$ cat config.mk
export PLATFORM = sky130hd
export DESIGN_NAME = hazard_ctrl
export DESIGN_NICKNAME = d
export VERILOG_FILES = /design/src/rtl/hazard_ctrl.sv
export SDC_FILE = /design/constraint.sdc
export NUM_CORES = 1
export LEC_CHECK = 0
export BUFFER_PORTS_ARGS = -buffer_cell sky130_fd_sc_hd__buf_4
export CAP_MARGIN = 20
export CORE_UTILIZATION = 40
export DETAILED_ROUTE_END_ITERATION = 8
export PLACE_DENSITY = 0.79
export SLEW_MARGIN = 30
export SYNTH_ARGS = -nofsm -noshare
export SYNTH_HDL_FRONTEND = slang
export SYNTH_SLANG_ARGS = --single-unit
$ cat constraint.sdc
create_clock -name i_clk -period 2.3 [get_ports i_clk]
set_input_delay 0.23 -clock i_clk [delete_from_list [all_inputs] [get_ports i_clk]]
set_output_delay 0.23 -clock i_clk [all_outputs]
set_load 0.005 [all_outputs]
$ cat src/rtl/hazard_ctrl.sv
// Pipeline hazard controller: forwarding selects, load-use/branch stalls,
// multi-cycle divide sequencer, memory-wait stalls and exception flushing.
module hazard_ctrl #(
  parameter int unsigned AW         = 5,
  parameter int unsigned DIV_CYCLES = 34,
  parameter int unsigned CW         = 6
) (
  input  logic          i_clk,
  input  logic          i_rst_n,
  input  logic [AW-1:0] i_rsD,
  input  logic [AW-1:0] i_rtD,
  input  logic          i_branchD,
  input  logic          i_jumpregD,
  input  logic [AW-1:0] i_rsE,
  input  logic [AW-1:0] i_rtE,
  input  logic [AW-1:0] i_writeregE,
  input  logic          i_regwriteE,
  input  logic          i_memtoregE,
  input  logic          i_divE,
  input  logic [1:0]    i_hilowriteE,
  input  logic [1:0]    i_hilowriteM,
  input  logic [1:0]    i_hilowriteW,
  input  logic [AW-1:0] i_writeregM,
  input  logic [AW-1:0] i_writeregW,
  input  logic          i_regwriteM,
  input  logic          i_memtoregM,
  input  logic          i_regwriteW,
  input  logic          i_memstallM,
  input  logic          i_exceptM,
  output logic          o_forwardaD,
  output logic          o_forwardbD,
  output logic [1:0]    o_forwardaE,
  output logic [1:0]    o_forwardbE,
  output logic [1:0]    o_forwardhiloE,
  output logic          o_stallF,
  output logic          o_stallD,
  output logic          o_stallE,
  output logic          o_stallM,
  output logic          o_flushD,
  output logic          o_flushE,
  output logic          o_flushM,
  output logic          o_flushW,
  output logic          o_divstartE,
  output logic          o_divdoneE,
  output logic          o_divbusy
);

  typedef enum logic [1:0] {S_IDLE, S_BUSY, S_DONE} state_t;

  state_t        r_state;
  state_t        w_state_nxt;
  logic [CW-1:0] r_cnt;
  logic [CW-1:0] w_cnt_nxt;
  logic          w_divstart;
  logic          w_dstall;
  logic          w_lwstall;
  logic          w_brstall;
  logic          w_matchE;
  logic          w_matchM;

  // Divide sequencer state register
  always_ff @(posedge i_clk or negedge i_rst_n) begin
    if (!i_rst_n) begin
      r_state <= S_IDLE;
      r_cnt   <= '0;
    end else begin
      r_state <= w_state_nxt;
      r_cnt   <= w_cnt_nxt;
    end
  end

  // Divide sequencer next state; an exception aborts from any state
  always_comb begin
    w_state_nxt = r_state;
    w_cnt_nxt   = r_cnt;
    w_divstart  = 1'b0;
    case (r_state)
      S_IDLE: begin
        if (i_divE && !i_exceptM) begin
          w_divstart  = 1'b1;
          w_state_nxt = S_BUSY;
          w_cnt_nxt   = CW'(DIV_CYCLES - 1);
        end
      end
      S_BUSY: begin
        w_cnt_nxt = r_cnt - CW'(1);
        if (r_cnt == CW'(1)) w_state_nxt = S_DONE;
      end
      S_DONE: begin
        if (!i_memstallM) w_state_nxt = S_IDLE;
      end
      default: w_state_nxt = S_IDLE;
    endcase
    if (i_exceptM) begin
      w_state_nxt = S_IDLE;
      w_cnt_nxt   = '0;
    end
  end

  assign w_dstall    = w_divstart || (r_state == S_BUSY);
  assign o_divstartE = w_divstart;
  assign o_divdoneE  = (r_state == S_DONE);
  assign o_divbusy   = (r_state != S_IDLE);

  // Forwarding selects; register 0 is hardwired and never forwarded
  always_comb begin
    o_forwardaE    = 2'b00;
    o_forwardbE    = 2'b00;
    o_forwardhiloE = 2'b00;
    if (i_rsE != '0 && i_rsE == i_writeregM && i_regwriteM)      o_forwardaE = 2'b10;
    else if (i_rsE != '0 && i_rsE == i_writeregW && i_regwriteW) o_forwardaE = 2'b01;
    if (i_rtE != '0 && i_rtE == i_writeregM && i_regwriteM)      o_forwardbE = 2'b10;
    else if (i_rtE != '0 && i_rtE == i_writeregW && i_regwriteW) o_forwardbE = 2'b01;
    if (i_hilowriteE == 2'b00 && i_hilowriteM != 2'b00)      o_forwardhiloE = 2'b01;
    else if (i_hilowriteE == 2'b00 && i_hilowriteW != 2'b00) o_forwardhiloE = 2'b10;
  end

  assign o_forwardaD = (i_rsD != '0) && (i_rsD == i_writeregM) && i_regwriteM;
  assign o_forwardbD = (i_rtD != '0) && (i_rtD == i_writeregM) && i_regwriteM;

  assign w_lwstall = i_memtoregE && (i_writeregE != '0) &&
                     ((i_writeregE == i_rsD) || (i_writeregE == i_rtD));

  // Branch/jr operands still being produced in EX or loaded in MEM
  assign w_matchE  = i_regwriteE && (i_writeregE != '0) &&
                     ((i_writeregE == i_rsD) || (i_writeregE == i_rtD));
  assign w_matchM  = i_memtoregM && (i_writeregM != '0) &&
                     ((i_writeregM == i_rsD) || (i_writeregM == i_rtD));
  assign w_brstall = (i_branchD || i_jumpregD) && (w_matchE || w_matchM);

  // Stall/flush priority: exception > memory wait > divide > load-use/branch
  always_comb begin
    o_stallF = 1'b0;
    o_stallD = 1'b0;
    o_stallE = 1'b0;
    o_stallM = 1'b0;
    o_flushD = 1'b0;
    o_flushE = 1'b0;
    o_flushM = 1'b0;
    o_flushW = 1'b0;
    if (i_exceptM) begin
      o_flushD = 1'b1;
      o_flushE = 1'b1;
      o_flushM = 1'b1;
      o_flushW = 1'b1;
    end else begin
      o_stallM = i_memstallM;
      o_stallE = i_memstallM || w_dstall;
      o_stallF = o_stallE || w_lwstall || w_brstall;
      o_stallD = o_stallF;
      o_flushE = (w_lwstall || w_brstall) && !o_stallE;
      o_flushM = w_dstall && !i_memstallM;
      o_flushW = i_memstallM;
    end
  end

endmodule

==> results of run 1 <==
[worst max-delay path, delay by kind of cell]
family	cells	cell delay, ns
simple gates	2	0.59
compound gates	3	0.58
buf+inv	2	0.29
[per-stage QoR]
step	util [%]	power, uW	instances	instance area (um2)	hold WS (ns)
finish	65.16	615.9	241	1673	0.2136
global route	65.16	668.4	241	1673	0.2142
CTS	65.16	624.0	241	1673	0.2041
detailed placement	63.89	511.2	237	1640	0.05721
global placement	63.89	499.4	237	1640	0.05419
floorplan	-	361.3	144	1125	-0.06559
[cell type report]
class,instances,share of cell area [%]
repair buffers,72,32.46
clock buffers,3,1.346
flip-flops and latches,8,11.97
multi-input cells,125,51.31
inverters,3,0.6732
well taps,30,2.244
[metal layers]
| layer | wire (um) | GRT usage [%] |
|---|---|---|
| met4 | 36 | 7.500 |
| met5 | 0 | 0 |
| met2 | 1618 | 40.76 |
| met3 | 173 | 1.913 |
| met1 | 1291 | 24.39 |
[flip-flops by register name, indices dropped and copies added, names as in the netlist]
signal	flops
r_state	2
r_cnt	6
[kinds of logic after synthesis]
group	after synthesis	synth area share, %
buffers and inverters	11	5.895
and+or+nand+nor	60	28.14
DFF	8	17.80
xor gates and xnor gates	41	31.92
AOI/OAI and AO/OA	22	14.02
adders and majority gates	2	2.224
[layout by cell type (no fill, tap or decap), types with 4 or more instances in the layout]
cell type,count
nor3_1,7
dfrtp_1,8
nor2_1,14
o21ai_0,8
nand3_1,7
xor2_1,8
nor4_1,4
nand4_1,4
nand2_1,8
xnor2_1,33
buf_4,71
[power by group through the flow]
stage	combinational [uW]	clock (uW)	sequential [uW]
floorplan	185	0	176
global placement	320	0	180
detailed placement	330	0	181
CTS	333	112	179
global route	366	121	181
finish	331	104	180
[final timing paths]
path | startpoint | end | slack, ns
max | i_writeregM[1] | o_stallF | 0.38
max reg2reg | r_state[0]$_DFFE_PN0P_ | r_cnt[4]$_DFFE_PN0P_ | 0.90
min reg2reg | r_cnt[3]$_DFFE_PN0P_ | r_cnt[3]$_DFFE_PN0P_ | 0.52
max in group asynchronous | i_rst_n | r_state[1]$_DFFE_PN0P_ | 1.84
min | i_exceptM | r_cnt[0]$_DFFE_PN0P_ | 0.21
min in group asynchronous | i_rst_n | r_cnt[4]$_DFFE_PN0P_ | 0.33
==> results.py, run 1 <==
metrics = {
    "status": {
        "status": "completed",
    },
    "clock_tree": {
        "cts-root-buf": "clkbuf_4",
        "clock_path_buffers": 2,
        "clock-sinks": 8,
        "cts_resized": 0,
        "cts_max_level": 1,
        "cts_tree": "built",
        "cts.clk_slew.worst_paths_ns": 0.05,
        "cts_buffers": 3,
        "ctsHoldBuffers": 1,
        "post_cts_buffers": 0,
        "clk_latency_ns": 0.25,
    },
    "timing": {
        "rsz0062_at_grt": "false",
        "tns_ns": 0,
        "timing.final.crit_share_pct": 83.39,
        "skew_ns": 0.0006802,
        "fmax_mhz": 521.4,
        "slew_headroom_pct": 72.15,
        "min_period_ns": 1.918,
        "tightest_slew_ns": 0.4139,
        "drv_slew": 0,
        "setup_viol": 0,
        "fin_ws_ns": 0.3820,
        "hold_violations": 0,
    },
    "synthesis": {
        "synth_cells": 144,
        "ys_types": 35,
        "avgSynthCellArea_um2": 7.811,
        "synth.area.top_cells": "xnor2_1 26%, dfrtp_1 18%, xor2_1 6.2%",
        "ys_ff_latch": 8,
        "synth_most_common_cell": "xnor2_1",
        "yosys_warnings": 0,
        "synth_flop_cell": "dfrtp_1",
        "yosys.area.top_type": "xnor2_1",
        "yosysSeqAreaShare_pct": 17.80,
        "syn_nets": 199,
        "synth_edf_count": 0,
        "syn-cell-area_mm2": 0.001125,
        "async_reset_ff_share_pct": 100.0,
        "synth_common_cells": "33 x xnor2_1, 14 x nor2_1",
        "synth_top_area_share_pct": 25.70,
    },
    "power_and_ir_drop": {
        "switching_share_pct": 34.87,
        "p_leak_uw": 0.0007330,
        "p_comb_share_pct": 53.8,
        "p_sw_uw": 214.8,
        "p_int_uw": 401.1,
        "power_frac_clock_pct": 17.0,
        "p_per_area_mw_per_mm2": 368.2,
        "sequentialPowerShare_pct": 29.2,
        "ir_drop_v": 0.0003283,
    },
    "drt": {
        "via_per_inst": 5.320,
        "dr.first_iter.drc_count": 15,
        "via_count": 1282,
        "first_pass_iters": 4,
        "drc": 0,
        "wl_per_cell_um": 12.94,
        "ant_nets": 0,
        "routed_wl_mm": 3.119,
    },
    "floorplan": {
        "io_pins": 72,
        "coreArea_mm2": 0.002567,
        "start_util_pct": 43.81,
        "rows": 18,
        "die_w_um": 55.03,
        "dieArea_mm2": 0.003028,
        "die_h_um": 55.03,
    },
    "critical_path": {
        "cp-start-kind": "primary input",
        "required_ns": 2.07,
        "critPathSlowestCell": "or4_4",
        "r2r_cells": 5,
        "crit_type": "primary input to output port",
        "cp_max_fo": 5,
        "crit_chain": "buf_4 > or4_4 > o221ai_2 > nor2_1 > o21a_1 > a311o_1 > buf_4",
        "crit_path_frequent_cell": "buf_4",
        "slowest_delay_ns": 0.53,
        "crit_arrival_ns": 1.69,
        "critPathCaptureType": "output port",
    },
    "min_path": {
        "holdPathStages": 2,
        "hold_class": "primary input to flop",
    },
    "placement": {
        "place_congestion": 0.8006,
        "place_ws_ns": 0.3902,
        "port_buffers": 71,
        "place_hpwl_mm": 2.731,
    },
    "grt": {
        "grt_use_total_pct": 21.39,
        "grt_max_degree": 11,
        "grt_pass1_vias": 1138,
        "grt_overflow_total": 0,
        "grt_antenna_before_repair": 0,
        "grt_pass1_wl_mm": 4.698,
    },
    "final_layout": {
        "syn_to_final_growth_pct": 48.72,
        "multi_input_area_um2": 858.3,
        "register_area_um2": 200.2,
        "layout-drive-gt1-share_pct": 37.44,
        "n_antenna_cell": 0,
        "final_nets": 268,
        "fill_cells": 255,
    },
    "run": {
        "drv_cap": 0,
    },
}
No activity file was read; power rests on OpenSTA's default activity.
==> inputs of run 2 (changes only) <==
--- a/config.mk
+++ b/config.mk
@@ -7,7 +7,7 @@
 export LEC_CHECK = 0
 export BUFFER_PORTS_ARGS = -buffer_cell sky130_fd_sc_hd__buf_4
 export CAP_MARGIN = 20
-export CORE_UTILIZATION = 40
+export CORE_UTILIZATION = 38
 export DETAILED_ROUTE_END_ITERATION = 8
 export PLACE_DENSITY = 0.79
 export SLEW_MARGIN = 30
==> constraint.sdc (replaced) <==
create_clock -name i_clk -period 1.65 [get_ports i_clk]
set_input_delay 0.165 -clock i_clk [delete_from_list [all_inputs] [get_ports i_clk]]
set_output_delay 0.165 -clock i_clk [all_outputs]
set_load 0.005 [all_outputs]
==> run 2 against run 1 <==
Compared with the run above: combinational power rose by 59%; wire length grew 12%; final cell count increased by 5.8%; count of clock-buffer cells in the layout unchanged; via count rose by 5.9%; critical endpoint is now o_stallD; hold slack got worse by 0.061 ns; flip-flop and latch count did not move; critical path depth stayed put; critical path type unchanged; register-to-register slack lost 0.64 ns; sequential power rose by 39%; the run now ends with negative setup slack left; first-iteration DRC count is 93% higher; die area increased by 5.1%.
==> results.py, run 2 (synthesis gave the netlist of run 1 again) <==
metrics = {
    "final_layout": {
        "top_regs": "r_cnt: 6 flops, r_state: 2 flops",
        "regMostFlops": "r_cnt",
        "final_cell_mix": "81 x buf_4, 33 x xnor2_1, 12 x nor2_1",
        "final_nets": 281,
        "register_area_um2": 200.2,
        "fill_cells": 268,
        "final_cells": 255,
        "syn_to_final_growth_pct": 62.96,
        "postLayoutCellArea_mm2": 0.001833,
        "largest_reg_flops": 6,
        "multi_input_area_um2": 908.4,
        "final_common_cell": "buf_4",
        "layout-drive-gt1-share_pct": 44.64,
        "n_antenna_cell": 0,
    },
    "floorplan": {
        "die_h_um": 56.41,
        "rows": 19,
        "die_w_um": 56.41,
        "io_pins": 72,
        "coreArea_mm2": 0.002781,
        "dieArea_mm2": 0.003182,
        "start_util_pct": 40.44,
    },
    "clock_tree": {
        "cts_max_level": 1,
        "clk_latency_ns": 0.26,
        "cts-root-buf": "clkbuf_4",
        "clock_path_buffers": 2,
        "cts.clk_slew.worst_paths_ns": 0.05,
        "clock-sinks": 8,
        "cts_buffers": 3,
        "cts_tree": "built",
    },
    "placement": {
        "place_congestion": 0.7863,
        "dpl_cell_area_mm2": 0.001724,
        "dp_cells": 249,
        "place_ws_ns": -0.07999,
        "place_hpwl_mm": 2.852,
        "port_buffers": 71,
    },
    "status": {
        "status": "finished with violations",
        "violations": "negative setup slack",
    },
    "drt": {
        "ant_nets": 0,
        "via_per_inst": 5.322,
        "dr.first_iter.drc_count": 29,
        "via_count": 1357,
        "first_pass_iters": 4,
        "wl_per_cell_um": 13.69,
        "routed_wl_mm": 3.492,
        "drc": 0,
    },
    "timing": {
        "timing.final.crit_share_pct": 103.5,
        "setup_viol": 2,
        "min_period_ns": 1.707,
        "drv_slew": 0,
        "skew_ns": 0.0005312,
        "fmax_mhz": 585.7,
        "slew_headroom_pct": 72.61,
        "tightest_slew_ns": 0.4071,
        "fin_ws_ns": -0.05724,
        "hold_violations": 0,
        "rsz0062_at_grt": "true",
    },
    "grt": {
        "grt_overflow_total": 0,
        "grt_use_total_pct": 22.33,
        "grt_pass1_vias": 1376,
        "grt_pass1_wl_mm": 5.685,
        "grt_max_degree": 11,
        "grt_antenna_before_repair": 0,
    },
    "critical_path": {
        "reg2reg_slack_ns": 0.26,
        "crit_chain": "buf_6 > or4_4 > o221ai_2 > nor2_1 > o21a_1 > a311o_1 > buf_4",
        "cp.depth": 7,
        "crit_buf_inv": 2,
        "slowest_delay_ns": 0.53,
        "cp_top_family": "simple AND/OR/NAND/NOR gates",
        "cp_max_fo": 2,
        "cp-start-kind": "primary input",
        "r2r_cells": 7,
        "crit_arrival_ns": 1.54,
        "required_ns": 1.48,
        "critPathCaptureType": "output port",
        "critPathSlowestCell": "or4_4",
        "crit_type": "primary input to output port",
    },
    "min_path": {
        "holdPathStages": 2,
        "hold_class": "primary input to flop",
    },
    "power_and_ir_drop": {
        "ir_drop_v": 0.0004467,
        "p_per_area_mw_per_mm2": 507.4,
        "p_leak_uw": 0.0008100,
        "power.total_uw": 930.1,
    },
    "run": {
        "drv_cap": 0,
    },
}
[run 2: cell count changes in the layout (fill, tap and decap cells not counted), sizes merged]
| cell | change |
|---|---|
| buf | +13 |
[run 2: power by group]
| part | total, uW | internal (uW) | switching [uW] | leakage [uW] |
|---|---|---|---|---|
| Combinational | 525 | 295 | 231 | 0.000690 |
| Clock | 154 | 83.5 | 70.9 | 0.0000138 |
| Sequential | 250 | 222 | 28.2 | 0.000106 |
| Total | 930 | 600 | 330 | 0.000810 |
[run 2: area by class of cell]
cell class	count	share of cell area (%)
Sequential cell	8	10.92
Multi-Input combinational cell	125	49.56
Inverter	3	0.6143
Timing Repair Buffer	85	35.56
Tap cell	31	2.116
Clock buffer	3	1.229
[run 2: repair_timing]
item / CTS / global route
hold buffers: 1 / 0
resized for setup: 6 / 9
setup endpoints to repair: 2 / 8
pin swaps: 3 / 3
setup buffers: 2 / 1
hold endpoints to repair: 8 / 0
[run 2: metrics by stage]
stage	hold WS [ns]	util, %	setup TNS [ns]
final	0.1528	65.90	-0.1138
after global routing	0.1717	65.90	-0.2232
after CTS	0.1425	64.55	-0.1083
after detailed placement	-0.009031	61.99	-0.1592
after global placement	-0.01122	61.99	-0.1571
after floorplan	-0.1306	-	-0.03495
[run 2: layer usage]
layer	GRT usage (%)	wire (um)	share of wire [%]
met1	25.14	1460	42
met2	41.67	1808	52
met3	2.304	138	4.0
met4	10.45	85	2.4
met5	0	0	0
[run 2: path summary, 6_finish.rpt]
| path | start | endpoint |
|---|---|---|
| setup / recovery | i_writeregM[1] | o_stallD |
| hold / removal | i_exceptM | r_cnt[0]$_DFFE_PN0P_ |
| setup reg to reg | r_state[0]$_DFFE_PN0P_ | r_cnt[2]$_DFFE_PN0P_ |
| hold reg to reg | r_cnt[3]$_DFFE_PN0P_ | r_cnt[3]$_DFFE_PN0P_ |
| max in group asynchronous | i_rst_n | r_cnt[4]$_DFFE_PN0P_ |
| min in group asynchronous | i_rst_n | r_cnt[5]$_DFFE_PN0P_ |
==> inputs of run 3 (changes only) <==
--- a/config.mk
+++ b/config.mk
@@ -7,9 +7,10 @@
 export LEC_CHECK = 0
 export BUFFER_PORTS_ARGS = -buffer_cell sky130_fd_sc_hd__buf_4
 export CAP_MARGIN = 20
-export CORE_UTILIZATION = 38
+export CORE_ASPECT_RATIO = 0.7
+export CORE_UTILIZATION = 31
 export DETAILED_ROUTE_END_ITERATION = 8
-export PLACE_DENSITY = 0.79
+export PLACE_DENSITY = 0.67
 export SLEW_MARGIN = 30
 export SYNTH_ARGS = -nofsm -noshare
 export SYNTH_HDL_FRONTEND = slang
==> run 3 against run 2 <==
Compared with the run above: the flow still finishes with violations (negative setup slack); final area grew 3.8%; hold slack gained 0.018 ns; non-clock buffer count grew 3; setup slack lost 0.038 ns; critical path depth is the same; sequential share of layout area shrank 0.40 points; clock skew grew 0.0021 ns; flip-flop and latch count is the same; first-iteration DRC count grew 66%; critical path type unchanged; critical endpoint unchanged.
==> results.py, run 3 (synthesis gave the netlist of run 1 again) <==
metrics = {
    "clock_tree": {
        "cts_max_level": 1,
        "cts.clk_slew.worst_paths_ns": 0.04,
        "clock-sinks": 8,
        "cts_tree": "built",
        "cts_buffers": 3,
        "cts-root-buf": "clkbuf_8",
        "clk_latency_ns": 0.23,
        "clock_path_buffers": 2,
    },
    "placement": {
        "port_buffers": 71,
        "place_congestion": 0.8495,
        "place_hpwl_mm": 3.060,
        "dpl_cell_area_mm2": 0.001767,
        "dp_cells": 268,
    },
    "floorplan": {
        "die_w_um": 74.00,
        "coreArea_mm2": 0.003297,
        "dieArea_mm2": 0.003877,
        "die_h_um": 52.40,
        "start_util_pct": 34.12,
        "rows": 17,
        "io_pins": 72,
    },
    "run": {
        "drv_cap": 0,
    },
    "final_layout": {
        "final_common_cell": "buf_4",
        "layout-drive-gt1-share_pct": 44.93,
        "final_cell_mix": "82 x buf_4, 33 x xnor2_1, 12 x nor2_1",
        "final_cells": 274,
        "n_antenna_cell": 0,
        "syn_to_final_growth_pct": 69.19,
        "postLayoutCellArea_mm2": 0.001903,
        "final_nets": 284,
        "largest_reg_flops": 6,
        "regMostFlops": "r_cnt",
        "top_regs": "r_cnt: 6 flops, r_state: 2 flops",
    },
    "status": {
        "status": "finished with violations",
        "violations": "negative setup slack",
    },
    "drt": {
        "routed_wl_mm": 3.639,
        "wl_per_cell_um": 13.28,
        "via_per_inst": 4.803,
        "ant_nets": 0,
        "drc": 0,
        "dr.first_iter.drc_count": 48,
        "via_count": 1316,
        "first_pass_iters": 4,
    },
    "grt": {
        "grt_overflow_total": 0,
        "grt_use_total_pct": 19.33,
        "grt_pass1_vias": 1183,
        "grt_pass1_wl_mm": 5.630,
        "grt_antenna_before_repair": 0,
        "grt_max_degree": 11,
    },
    "min_path": {
        "hold_class": "primary input to flop",
    },
    "power_and_ir_drop": {
        "ir_drop_v": 0.0002892,
        "p_leak_uw": 0.0008347,
        "p_per_area_mw_per_mm2": 534.6,
    },
    "critical_path": {
        "cp_max_fo": 2,
        "crit_type": "primary input to output port",
        "slowest_delay_ns": 0.55,
        "critPathSlowestCell": "or4_4",
        "required_ns": 1.48,
        "crit_arrival_ns": 1.58,
        "cp-start-kind": "primary input",
        "crit_chain": "buf_6 > or4_4 > o221ai_4 > nor2_1 > o21a_1 > a311o_1 > buf_4",
        "critPathCaptureType": "output port",
    },
    "timing": {
        "timing.final.crit_share_pct": 105.8,
        "tightest_slew_ns": 0.3330,
        "setup_viol": 3,
        "hold_violations": 0,
        "fmax_mhz": 572.9,
        "slew_headroom_pct": 77.59,
        "drv_slew": 0,
        "fin_ws_ns": -0.09562,
        "skew_ns": 0.002612,
        "min_period_ns": 1.746,
        "rsz0062_at_grt": "true",
    },
}
## run 3: worst max-delay path, delay by kind of cell
family | cells | cell delay, ns
compound gates | 3 | 0.56
buf+inv | 2 | 0.24
simple gates | 2 | 0.62
## run 3: metrics by stage
stage               worst slack, ns  power, uW  TNS [ns]  util [%]  hold WS, ns
floorplan                  -0.03495      504.0  -0.03495         -      -0.1306
CTS                        -0.07843      998.9   -0.1566     55.79       0.1653
global placement            -0.1010      736.4   -0.2018     53.59     -0.01178
finish                     -0.09562       1017   -0.2344     57.72       0.1712
global route                -0.1425       1087   -0.4071     57.72       0.1816
detailed placement          -0.1205      745.5   -0.2408     53.59    -0.008743
## run 3: worst paths after layout
check / slack [ns] / startpoint / end / depth (start not counted)
min in group asynchronous: 0.29 / i_rst_n / r_cnt[3]$_DFFE_PN0P_ / 2
max in group asynchronous: 1.23 / i_rst_n / r_cnt[2]$_DFFE_PN0P_ / 2
setup / recovery: -0.1 / i_writeregM[1] / o_stallD / 7
hold reg to reg: 0.51 / r_cnt[3]$_DFFE_PN0P_ / r_cnt[3]$_DFFE_PN0P_ / 1
setup reg to reg: 0.27 / r_state[1]$_DFFE_PN0P_ / r_cnt[4]$_DFFE_PN0P_ / 6
hold / removal: 0.17 / i_exceptM / r_state[1]$_DFFE_PN0P_ / 2
## run 3: per-layer routing
metal	wire (um)	global-route usage (%)
met5	0	0
met4	15	2.885
met3	315	5.192
met2	1465	28.18
met1	1842	28.41
## run 3: power breakdown
group | internal [uW] | leakage [uW] | switching (uW)
Sequential | 223 | 0.000106 | 28.1
Combinational | 295 | 0.000707 | 231
Clock | 158 | 0.0000216 | 82.3
## run 3: final cells by class
type                       instances  area [um2]
inverter                           3       11.26
fill                             304        1394
tap                               47       58.81
multi-input combinational        125       909.6
timing repair buffer              88       681.9
sequential                         8       200.2
clock buffer                       3       41.29
## run 3: timing repair
action | CTS | global route
cloned | 0 | 0
setup buffers | 0 | 2
hold endpoints to repair | 8 | 0
resized for setup | 6 | 10
hold buffers | 1 | 0
setup endpoints to repair | 2 | 5
pin swaps | 2 | 4
